## config.mk

```make
export PLATFORM = sky130hd
export DESIGN_NAME = ro_freq_meter
export DESIGN_NICKNAME = d
export VERILOG_FILES = /design/src/rtl/ro_meter_pkg.sv /design/src/rtl/ro_sync_edge.sv /design/src/rtl/ro_freq_meter.sv
export SDC_FILE = /design/constraint.sdc
export NUM_CORES = 1
export LEC_CHECK = 0
export CAP_MARGIN = 0
export CORE_UTILIZATION = 35
export CTS_CLUSTER_SIZE = 30
export DETAILED_ROUTE_END_ITERATION = 8
export PLACE_DENSITY = 0.6
export SLEW_MARGIN = 40
export SYNTH_ARGS = -nofsm -noshare
export SYNTH_HDL_FRONTEND = slang
export SYNTH_HIERARCHICAL = 1
export SYNTH_SLANG_ARGS = --single-unit
```

## constraint.sdc

```tcl
create_clock -name clk -period 4.7 [get_ports clk]
set_clock_uncertainty 0.2 [all_clocks]
set_input_delay 0.47 -clock clk [delete_from_list [all_inputs] [get_ports clk]]
set_output_delay 0.47 -clock clk [all_outputs]
set_load 0.005 [all_outputs]
```

## src/rtl/ro_meter_pkg.sv

```systemverilog
// Shared types and defaults for the ring-oscillator frequency meter.
package ro_meter_pkg;

  localparam int unsigned CntWDefault      = 16;
  localparam int unsigned GateCycDefault   = 1024;
  localparam int unsigned SettleCycDefault = 8;

  typedef enum logic [1:0] {
    StIdle,
    StSettle,
    StMeasure,
    StDone
  } ro_meter_state_t;

  // Timer holds at most max(gate, settle) - 1, so clog2(max) bits suffice (min 1).
  function automatic int unsigned timer_width(input int unsigned gate, input int unsigned settle);
    int unsigned mx;
    mx = (gate > settle) ? gate : settle;
    return (mx > 1) ? $clog2(mx) : 1;
  endfunction

endpackage

```

## src/rtl/ro_sync_edge.sv

```systemverilog
// Two-flop synchronizer for the asynchronous oscillator output, plus a history
// flop used to detect rising edges in the clk domain.
module ro_sync_edge (
  input  logic clk,
  input  logic rst_n,
  input  logic d,
  output logic rise
);

  logic s1_q, s2_q, s3_q;

  // Synchronizer chain and edge-history flop; rst_n is active-high.
  always_ff @(posedge clk) begin
    if (rst_n) begin
      s1_q <= 1'b0;
      s2_q <= 1'b0;
      s3_q <= 1'b0;
    end else begin
      s1_q <= d;
      s2_q <= s1_q;
      s3_q <= s2_q;
    end
  end

  assign rise = s2_q & ~s3_q;

endmodule

```

## src/rtl/ro_freq_meter.sv

```systemverilog
// Ring-oscillator frequency meter: enables the oscillator, waits SETTLE_CYC
// cycles, then counts synchronized rising edges of ro_in over GATE_CYC cycles
// into a saturating counter.
// Optional build macro RO_FREQ_METER_ACCUM_EN: count/overflow survive start and
// accumulate across windows, clearing only on reset.
module ro_freq_meter
  import ro_meter_pkg::*;
#(
  parameter int unsigned CNT_W      = CntWDefault,
  parameter int unsigned GATE_CYC   = GateCycDefault,
  parameter int unsigned SETTLE_CYC = SettleCycDefault
) (
  input  logic             clk,
  input  logic             rst_n,
  input  logic             start,
  input  logic             ro_in,
  output logic             ro_activate,
  output logic             busy,
  output logic             done,
  output logic [CNT_W-1:0] count,
  output logic             overflow
);

  localparam int unsigned TimerW = timer_width(GATE_CYC, SETTLE_CYC);
  localparam logic [TimerW-1:0] SettleLoad = TimerW'(SETTLE_CYC - 1);
  localparam logic [TimerW-1:0] GateLoad   = TimerW'(GATE_CYC - 1);

  ro_meter_state_t   state_q, state_d;
  logic [TimerW-1:0] timer_q, timer_d;
  logic [CNT_W-1:0]  count_q, count_d;
  logic              ovf_q, ovf_d;
  logic              act_q, act_d;
  logic              rise;

  ro_sync_edge u_sync_edge (
    .clk   (clk),
    .rst_n (rst_n),
    .d     (ro_in),
    .rise  (rise)
  );

  // Next-state logic: FSM sequencing, window timer and saturating edge counter.
  always_comb begin
    state_d = state_q;
    timer_d = timer_q;
    count_d = count_q;
    ovf_d   = ovf_q;
    unique case (state_q)
      StIdle: begin
        if (start) begin
          state_d = StSettle;
          timer_d = SettleLoad;
`ifdef RO_FREQ_METER_ACCUM_EN
          // Accumulating build: keep previous totals.
`else
          count_d = '0;
          ovf_d   = 1'b0;
`endif
        end
      end
      StSettle: begin
        if (timer_q == '0) begin
          state_d = StMeasure;
          timer_d = GateLoad;
        end else begin
          timer_d = timer_q - TimerW'(1);
        end
      end
      StMeasure: begin
        // An edge in the final window cycle is still counted.
        if (rise) begin
          if (count_q == '1) begin
            ovf_d = 1'b1;
          end else begin
            count_d = count_q + CNT_W'(1);
          end
        end
        if (timer_q == '0) begin
          state_d = StDone;
        end else begin
          timer_d = timer_q - TimerW'(1);
        end
      end
      StDone: begin
        state_d = StIdle;
      end
      default: begin
        state_d = StIdle;
      end
    endcase
    act_d = (state_d == StSettle) || (state_d == StMeasure);
  end

  // State registers with synchronous active-high reset.
  always_ff @(posedge clk) begin
    if (rst_n) begin
      state_q <= StIdle;
      timer_q <= '0;
      count_q <= '0;
      ovf_q   <= 1'b0;
      act_q   <= 1'b0;
    end else begin
      state_q <= state_d;
      timer_q <= timer_d;
      count_q <= count_d;
      ovf_q   <= ovf_d;
      act_q   <= act_d;
    end
  end

  assign ro_activate = act_q;
  assign busy        = (state_q == StSettle) || (state_q == StMeasure);
  assign done        = (state_q == StDone);
  assign count       = count_q;
  assign overflow    = ovf_q;

endmodule

```

==> flow_metrics.py <==
metrics = {
    "grt": {
        "track_usage_pct": 16.1,
        "grt_pass1_wl_um": 6730,
        "grt_start_max_net_pins": 20,
        "grt_overflow": 0,
        "grt_pass1_vias": 1472,
        "antenna_found_initial": 0,
    },
    "finish": {
        "fillers": 504,
        "layout-drive-gt1-share_pct": 7.02,
        "synthToLayoutAreaGrowth_pct": 24.1,
        "num-nets-final": 252,
        "insertedDiodeCount": 0,
    },
    "setup_path": {
        "path_delay_family": "simple AND/OR/NAND/NOR gates",
        "cp_num_buf_inv": 1,
        "setup.worst_path.start_class": "register",
        "slowest_delay_ns": 0.54,
        "worstReg2RegEnd": "count[14]",
        "r2r_start": "state_q[0]",
        "cp.depth": 7,
        "path_max_fanout": 11,
        "cp.arrival_ns": 2.73,
        "startpoint": "state_q[0]",
        "cp_cell_sequence": "inv_1 > ha_1 > nor2b_1 > or3_1 > o21a_1 > or4_1 > a21oi_1",
        "endpoint": "count[14]",
        "worst-setup-path-type": "reg2reg",
        "endpoint_kind": "register",
        "rrSetupSlack_ns": 1.98,
        "required_ns": 4.72,
        "ff2ff_path_depth": 7,
        "cp_slowest_cell": "or3_1",
    },
    "clock_network": {
        "cts_sinks": 33,
        "clk-insertion-delay-late_ns": 0.29,
        "root_buffer": "clkbuf_8",
        "cts-resized-gates": 0,
        "clockBufferDepth": 2,
        "cts_buffers": 5,
        "hold_buffers": 0,
        "post-cts-setup-buffer-count": 0,
        "tritoncts": "done",
        "cts.htree.levels": 2,
        "clk_pin_slew_worst_paths_ns": 0.08,
    },
    "place": {
        "gp_congestion": 0.789,
        "hpwl_um": 2830,
        "port_buffers": 23,
    },
    "sta": {
        "maxSlewHeadroom_pct": 48.3,
        "timing.final.crit_share_pct": 57.8,
        "worst_slew_pin_slew_ns": 0.768,
        "drv_slew": 0,
        "rsz0062_at_grt": "no",
        "fmax_mhz": 368,
        "hold_viol": 0,
        "layout_min_cycle_time_ns": 2.72,
        "setup_viol": 0,
        "tns_ns": 0,
    },
    "status": {
        "status": "finished clean",
    },
    "synthesis": {
        "synth_warnings": 6,
        "synth_top_area_cell": "dfxtp_1",
        "synth_cell_types": 43,
        "ys.flop_type": "dfxtp_1",
        "synthesis.area_sq_mm": 0.00178,
        "synth_edf_count": 0,
        "synth_most_common_cell": "dfxtp_1",
        "avgSynthCellArea_sq_um": 8.25,
        "ys_async_sr_fraction_pct": 0,
        "postSynthCellCount": 216,
        "synth_nets": 227,
        "ys_ff_latch": 33,
        "yosys-top-cells-count": "33 x dfxtp_1, 32 x nor2_1, 16 x a21oi_1",
        "synth_top_area_share_pct": 37.1,
        "ys_seq_area_share_pct": 37.1,
        "synthTopCellsByArea": "dfxtp_1 37%, nor2_1 6.7%, ha_1 4.9%, a21oi_1 4.5%, nand3_1 3.9%",
    },
    "detailed_routing": {
        "wl_per_cell_um": 12.7,
        "ant_nets": 0,
        "drt-pass1-iter-count": 4,
        "drt_iter0_drc": 66,
        "drcViolationCount": 0,
        "via_count": 1619,
        "via_per_inst": 5.24,
        "wirelength_um": 3930,
    },
    "run": {
        "maxCapViolations": 0,
    },
    "power_and_ir_drop": {
        "p_total_mw": 0.835,
        "ir_worst_vdd_mv": 0.193,
        "p_leak_nw": 0.787,
        "power.density_mw_per_mm2": 378,
    },
    "worst_hold_path": {
        "hold_class": "reg2reg",
        "hold_path_startpoint": "u_sync_edge/s1_q",
    },
    "floorplanning": {
        "io_pins": 24,
        "die_y_um": 73.4,
        "initial_core_util_pct": 37.0,
        "die_x_um": 73.4,
        "core_area_sq_mm": 0.00482,
        "rows": 25,
        "die-area_sq_mm": 0.00538,
    },
}
state kept, by name, summed over array words and instances (netlist names):
name              cells
count                16
timer_q              10
state_q               2
overflow              1
ro_activate           1
u_sync_edge/s1_q      1
u_sync_edge/s2_q      1
u_sync_edge/s3_q      1
cells by family (layout without fill, tap and decap cells):
kind of cell,after synthesis,after routing,share of synthesized area (%)
AO/OA/AOI/OAI,39,39,13.8
AND/OR/NAND/NOR,111,111,34.8
flip-flops,33,33,37.1
buffers and inverters,13,39,3.09
adder cells (fa/ha/maj),7,7,4.91
XOR/XNOR,13,13,6.39
per-layer routing:
metal  part of all wire, %  global-route usage (%)  vias to the layer above
met2                    43                    24.0                       16
li1                      -                       -                      831
met3                   3.1                    3.70                        5
met5                     0                       0                        -
met4                   1.4                    7.05                        0
met1                    52                    22.3                      767
how the worst min path moves through the flow:
stage,cells after the start,to
2_1_floorplan,1,u_sync_edge/s2_q
3_3_place_gp,1,u_sync_edge/s2_q
3_5_place_dp,1,u_sync_edge/s2_q
4_1_cts,1,u_sync_edge/s2_q
5_1_grt,1,u_sync_edge/s2_q
6_report,1,u_sync_edge/s2_q
cells in the final DEF (no fill, tap or decap), drive strengths merged, types with 2 or more instances in the layout:
cell,count
clkdlybuf4s50,23
nor4,3
ha,7
nor2b,8
nand2,8
nor4b,2
o31ai,4
inv,8
nand4,7
and3,3
or2,2
o21a,3
dfxtp,33
a31oi,3
or3,4
nand3b,2
nand4b,2
and4,3
clkbuf,5
nand2b,2
nor3b,2
and2,2
or4,2
xnor2,8
a211oi,2
nor3,12
bufinv,2
nand3,14
xor2,5
nor2,32
o21ai,6
a21oi,16
power by group:
group / leakage [nW] / switching [mW] / internal (mW)
combinational: 0.450 / 0.121 / 0.0809
clock: 0.0681 / 0.109 / 0.211
sequential: 0.268 / 0.0169 / 0.296
layout make-up:
type                            count  area (sq um)  share of cell area [%]
Timing Repair Buffer               23           230                    10.4
Sequential cell                    33           661                    29.9
Inverter                            8          30.0                    1.36
Tap cell                           67          83.8                    3.79
Clock inverter                      3          65.1                    2.94
Clock buffer                        5          68.8                    3.11
Multi-Input combinational cell    170          1070                    48.5
worst register-to-register path, cell delays in order, from the launching register on:
cell and delay, ns:
dfxtp_1 0.38, inv_1 0.09, ha_1 0.33, nor2b_1 0.20
or3_1 0.54, o21a_1 0.28, or4_1 0.47, a21oi_1 0.16
stage by stage:
stage | hold slack, ns | util [%] | area, sq um | worst slack [ns] | cells
2_1_floorplan | 0.214 | - | 1780 | 2.46 | 216
3_3_place_gp | 0.231 | 43.0 | 2070 | 2.02 | 301
3_5_place_dp | 0.248 | 43.1 | 2080 | 1.98 | 301
4_1_cts | 0.255 | 45.9 | 2210 | 1.97 | 309
5_1_grt | 0.260 | 45.9 | 2210 | 1.83 | 309
6_report | 0.246 | 45.9 | 2210 | 1.98 | 309
(Power assumes the default switching activity.)
==> edit 1 (same settings) <==
Remove the register `act_q`: a continuous assignment takes its place, so the output `ro_activate` follows one clock earlier.
--- a/src/rtl/ro_freq_meter.sv
+++ b/src/rtl/ro_freq_meter.sv
@@ -98,15 +98,15 @@
       timer_q <= '0;
       count_q <= '0;
       ovf_q   <= 1'b0;
-      act_q   <= 1'b0;
     end else begin
       state_q <= state_d;
       timer_q <= timer_d;
       count_q <= count_d;
       ovf_q   <= ovf_d;
-      act_q   <= act_d;
     end
   end
+
+  assign act_q = act_d;
 
   assign ro_activate = act_q;
   assign busy        = (state_q == StSettle) || (state_q == StMeasure);
Formal check against the unedited RTL: not equivalent (Yosys sat finds a counterexample within 4 cycles, from zero or initial values and one cycle with rst_n high).
==> edit 1 against the original RTL <==
Routed wire length up 0.23%. Global-route usage rose by 0.62 points. Clock power shrank 33%. Core utilization is 1.3 points lower. Total power shrank 25%. Highest routed layer unchanged. Via count fell by 3.2%. Design area decreased by 3.5%. Setup slack got worse by 0.44 ns. Area after synthesis fell by 1.6%. Sequential cell count decreased by 1. Sequential share of layout area increased by 0.15 points. Largest cell class unchanged. Critical path depth grew 1. Critical endpoint is now ro_activate.
==> edit 1: results (changes against the original RTL) <==
fillCellCount: 476  # -5.6%
grt_pass1_wl_um: 6890  # +2.4%
crit_family: "buffers and inverters"
dp_hpwl_um: 2840  # +0.30%
clock_area_frac: 0.0422  # -0.0183
max-slew-margin-rel: 0.484  # +0.000530
vias: 1567  # -3.2%
wirelength_met1_um: 1880  # -8.3%
nMultiInputCombCells: 163  # -4.1%
regArea_sq_um: 641  # -3.0%
drt_first_pass_iters: 5  # +1
multi_input_area_sq_um: 1060  # -0.93%
postLayoutCellArea_sq_um: 2130  # -3.5%
grt_max_degree: 16  # -20%
gp_congestion: 0.841  # +6.6%
drive_gt1_frac: 0.0773  # +0.00701
use_met1: 0.234  # +0.0114
synthXorXnorAreaFrac: 0.0699  # +0.00604
met3WireLength_um: 213  # +78%
cts_buffers: 5  # unchanged
inverters: 7  # -1
cellInternalPower_mw: 0.448  # -24%
area_share_nonclk_buffers: 0.108  # +0.00378
fp.dieArea_sq_um: 5300  # -1.6%
ys_seq_area_frac: 0.365  # -0.00533
synthCells: 206  # -4.6%
drt-wirelength-per-cell_um: 13.1  # +3.2%
nClkBuffers: 8  # +3
synth_fp_nets: 217  # -4.4%
grt_pass1_vias: 1411  # -4.1%
post-place-ws_ns: 1.86  # -0.112 ns
synth.distinct_cells: 44  # +2.3%
critPathMaxStageDelay_ns: 0.51  # -0.03 ns
cts_sinks: 32  # -3.0%
finalCritPeriodShare: 0.673  # +0.0941
met2_usage: 0.256  # +0.0168
finish.net_count: 243  # -3.6%
hold_ws_ns: 0.245  # -0.00179 ns
synthTopCellsByArea: "dfxtp_1 (37%), a21oi_1 (5.1%), nor2_1 (5.1%)"
drtIter0Drc: 100  # +52%
fin_cells: 300  # -2.9%
crit_path_top_delay_cell: "clkdlybuf4s50_1"
reg2reg_slack_ns: 2.41  # +0.43 ns
synthMuxAreaShare: 0.00642  # +0.00642
synth.top_cells.by_count: "dfxtp_1 (32), nor2_1 (24), a21oi_1 (18)"
dp_cells: 292  # -3.0%
status: "complete, no violations"
track_usage: 0.168  # +0.00618
synth_compound_area_frac: 0.156  # +0.0187
crit_fanout: 6  # -5
synth_fa_ha_area_frac: 0.0499  # +0.000806
vdd_drop_max_mv: 0.174  # -10%
-- edit 1: cell count changes after synthesis, moves of 3 or more --
cell	unedited run	this run
o221a_2	0	3
o21ai_0	5	9
nand2b_1	2	5
nand2_1	8	14
nand3_1	14	10
nor2_1	32	24
nor3_1	12	9
o31ai_1	4	1
-- edit 1: power by group through the flow --
stage	combinational, mW	clock, mW	sequential (mW)
after floorplan	0.0902	0	0.295
after global placement	0.121	0	0.297
after detailed placement	0.121	0	0.297
after CTS	0.122	0.223	0.291
after global routing	0.137	0.237	0.294
final	0.122	0.216	0.292
-- edit 1: path summary, 6_finish.rpt --
kind / startpoint / to
max: timer_q[0] / ro_activate
min: u_sync_edge/s1_q / u_sync_edge/s2_q
max reg2reg: state_q[0] / count[9]
min reg2reg: u_sync_edge/s1_q / u_sync_edge/s2_q
==> edit 2 (same settings) <==
Made on the original files. Build with the macro `RO_FREQ_METER_ACCUM_EN` defined.
--- a/src/rtl/ro_freq_meter.sv
+++ b/src/rtl/ro_freq_meter.sv
@@ -3,6 +3,8 @@
 // into a saturating counter.
 // Optional build macro RO_FREQ_METER_ACCUM_EN: count/overflow survive start and
 // accumulate across windows, clearing only on reset.
+`define RO_FREQ_METER_ACCUM_EN
+
 module ro_freq_meter
   import ro_meter_pkg::*;
 #(
Behaviour: same outputs for any inputs over 10 cycles, from zero or initial values and one cycle with rst_n high; that may be too few to reach the edited logic, so the function may still have changed.
==> edit 2 against the original RTL <==
Total power is 19% higher. Count of clock-buffer cells in the layout is 2 higher. Combinational power is 85% higher. Area after synthesis is 0.77% higher. Worst hold slack worse by 0.0091 ns. Design area is 1.1% lower. Routed wire length is 2.7% lower. Sequential cell count stayed put. Global-route usage is 0.52 points lower. Setup slack better by 0.32 ns.
==> edit 2: results (changes against the original RTL) <==
finish.net_count: 249  # -1.2%
postCtsResizedCells: 0  # unchanged
synth_fp_nets: 227  # unchanged
wl_um: 3820  # -2.7%
num_antenna_cells: 0  # unchanged
met3WireLength_um: 130  # +8.3%
synth.distinct_cells: 50  # +16%
r2r-start: "state_q[1]"
ys_seq_area_frac: 0.368  # -0.00284
yosysWarnings: 6  # unchanged
synthTopCellsByArea: "dfxtp_1 (37%), nor2_1 (5.6%), ha_1 (5.6%)"
crit_path_top_delay_cell: "clkdlybuf4s50_1"
drive_gt1_frac: 0.0672  # -0.00302
hold_depth: 1  # unchanged
dr_wl_met2_um: 1600  # -6.2%
fin_cells: 305  # -1.3%
status: "complete, no violations"
hold_path_end: "u_sync_edge/s2_q"
track_usage: 0.156  # -0.00523
synth.top_cells.by_count: "dfxtp_1 (33), nor2_1 (27), a21oi_1 (17)"
wirelength_met1_um: 2030  # -0.88%
worst_slew_pin_slew_ns: 0.716  # -0.0520 ns
hold_ws_ns: 0.237  # -0.00914 ns
port_buffers: 23  # unchanged
r2r_cells: 6  # -1
fillCellCount: 489  # -3.0%
arrival_ns: 1.73  # -1.00 ns
clk_latency_ns: 0.28
crit_path_start: "state_q[1]"
gp_congestion: 0.823  # +4.3%
async_reset_ff_frac: 0  # unchanged
cts-root-buf: "clkbuf_8"
crit_fanout: 6  # -5
reg2reg_slack_ns: 2.43  # +0.45 ns
avgSynthCellArea_sq_um: 8.36  # +1.2%
clk_pin_slew_worst_paths_ns: 0.06  # -0.02 ns
top_layer: "met4"
drt_first_pass_iters: 4  # unchanged
critPathMaxStageDelay_ns: 0.53
worstReg2RegEnd: "timer_q[6]"
drtIter0Drc: 125  # +89%
vdd_drop_max_mv: 0.257  # +33%
grt_max_degree: 35  # +75%
p_leak_nw: 0.750  # -4.7%
hold_start: "u_sync_edge/s1_q"
grt_antenna_before_repair: 0  # unchanged
grt_pass1_wl_um: 6390  # -5.1%
grt_pass1_vias: 1347  # -8.5%
dp_hpwl_um: 2710  # -4.3%
dp_cells: 297  # -1.3%
drt-vias-per-instance: 5.13  # -2.0%
hold_path_class: "reg -> reg"
crit_path_end: "busy"
## edit 2: layout make-up
type                       count  area, sq um  area share
multi-input combinational    163         1050       0.481
sequential                    33          661       0.302
timing repair buffer          24          238       0.109
clock buffer                   7         86.3      0.0395
tap                           67         83.8      0.0383
inverter                      10         37.5      0.0172
clock inverter                 1         30.0      0.0137
## edit 2: through the flow
| stage | power, mW | util | setup WS [ns] | area, sq um |
|---|---|---|---|---|
| floorplan | 0.637 | - | 2.64 | 1800 |
| global placement | 0.721 | 0.430 | 2.24 | 2070 |
| global route | 1.07 | 0.454 | 2.17 | 2190 |
| detailed placement | 0.721 | 0.430 | 2.24 | 2070 |
| finish | 0.994 | 0.454 | 2.30 | 2190 |
| CTS | 1.00 | 0.454 | 2.29 | 2190 |
## edit 2: report_power, final
group          leakage (nW)  internal, mW  switching, mW
clock network        0.0585         0.173          0.102
logic                 0.423         0.158          0.216
registers             0.268         0.309         0.0362
total                 0.750         0.640          0.354
## edit 2: critical path: cells and delay by family, from the launching register on
family                     cells  cell delay [ns]
buffers and inverters          2             0.62
DFF                            1             0.43
adders and majority gates      1             0.40
## edit 2: logic make-up (layout without fill, tap and decap cells)
family | after synthesis | after routing | share of synthesized area
multiplexers | 2 | 2 | 0.0118
buffers and inverters | 19 | 42 | 0.0467
AND/OR/NAND/NOR | 89 | 89 | 0.282
AO/OA/AOI/OAI | 54 | 54 | 0.187
adder cells (fa/ha/maj) | 8 | 8 | 0.0557
flip-flops | 33 | 33 | 0.368
XOR/XNOR | 10 | 10 | 0.0487
## edit 2: routing by layer
| layer | global-route usage | vias to the layer above |
|---|---|---|
| met5 | 0 | - |
| met4 | 0.0577 | 0 |
| met3 | 0.0494 | 8 |
| met2 | 0.221 | 24 |
| met1 | 0.220 | 718 |
| li1 | - | 816 |
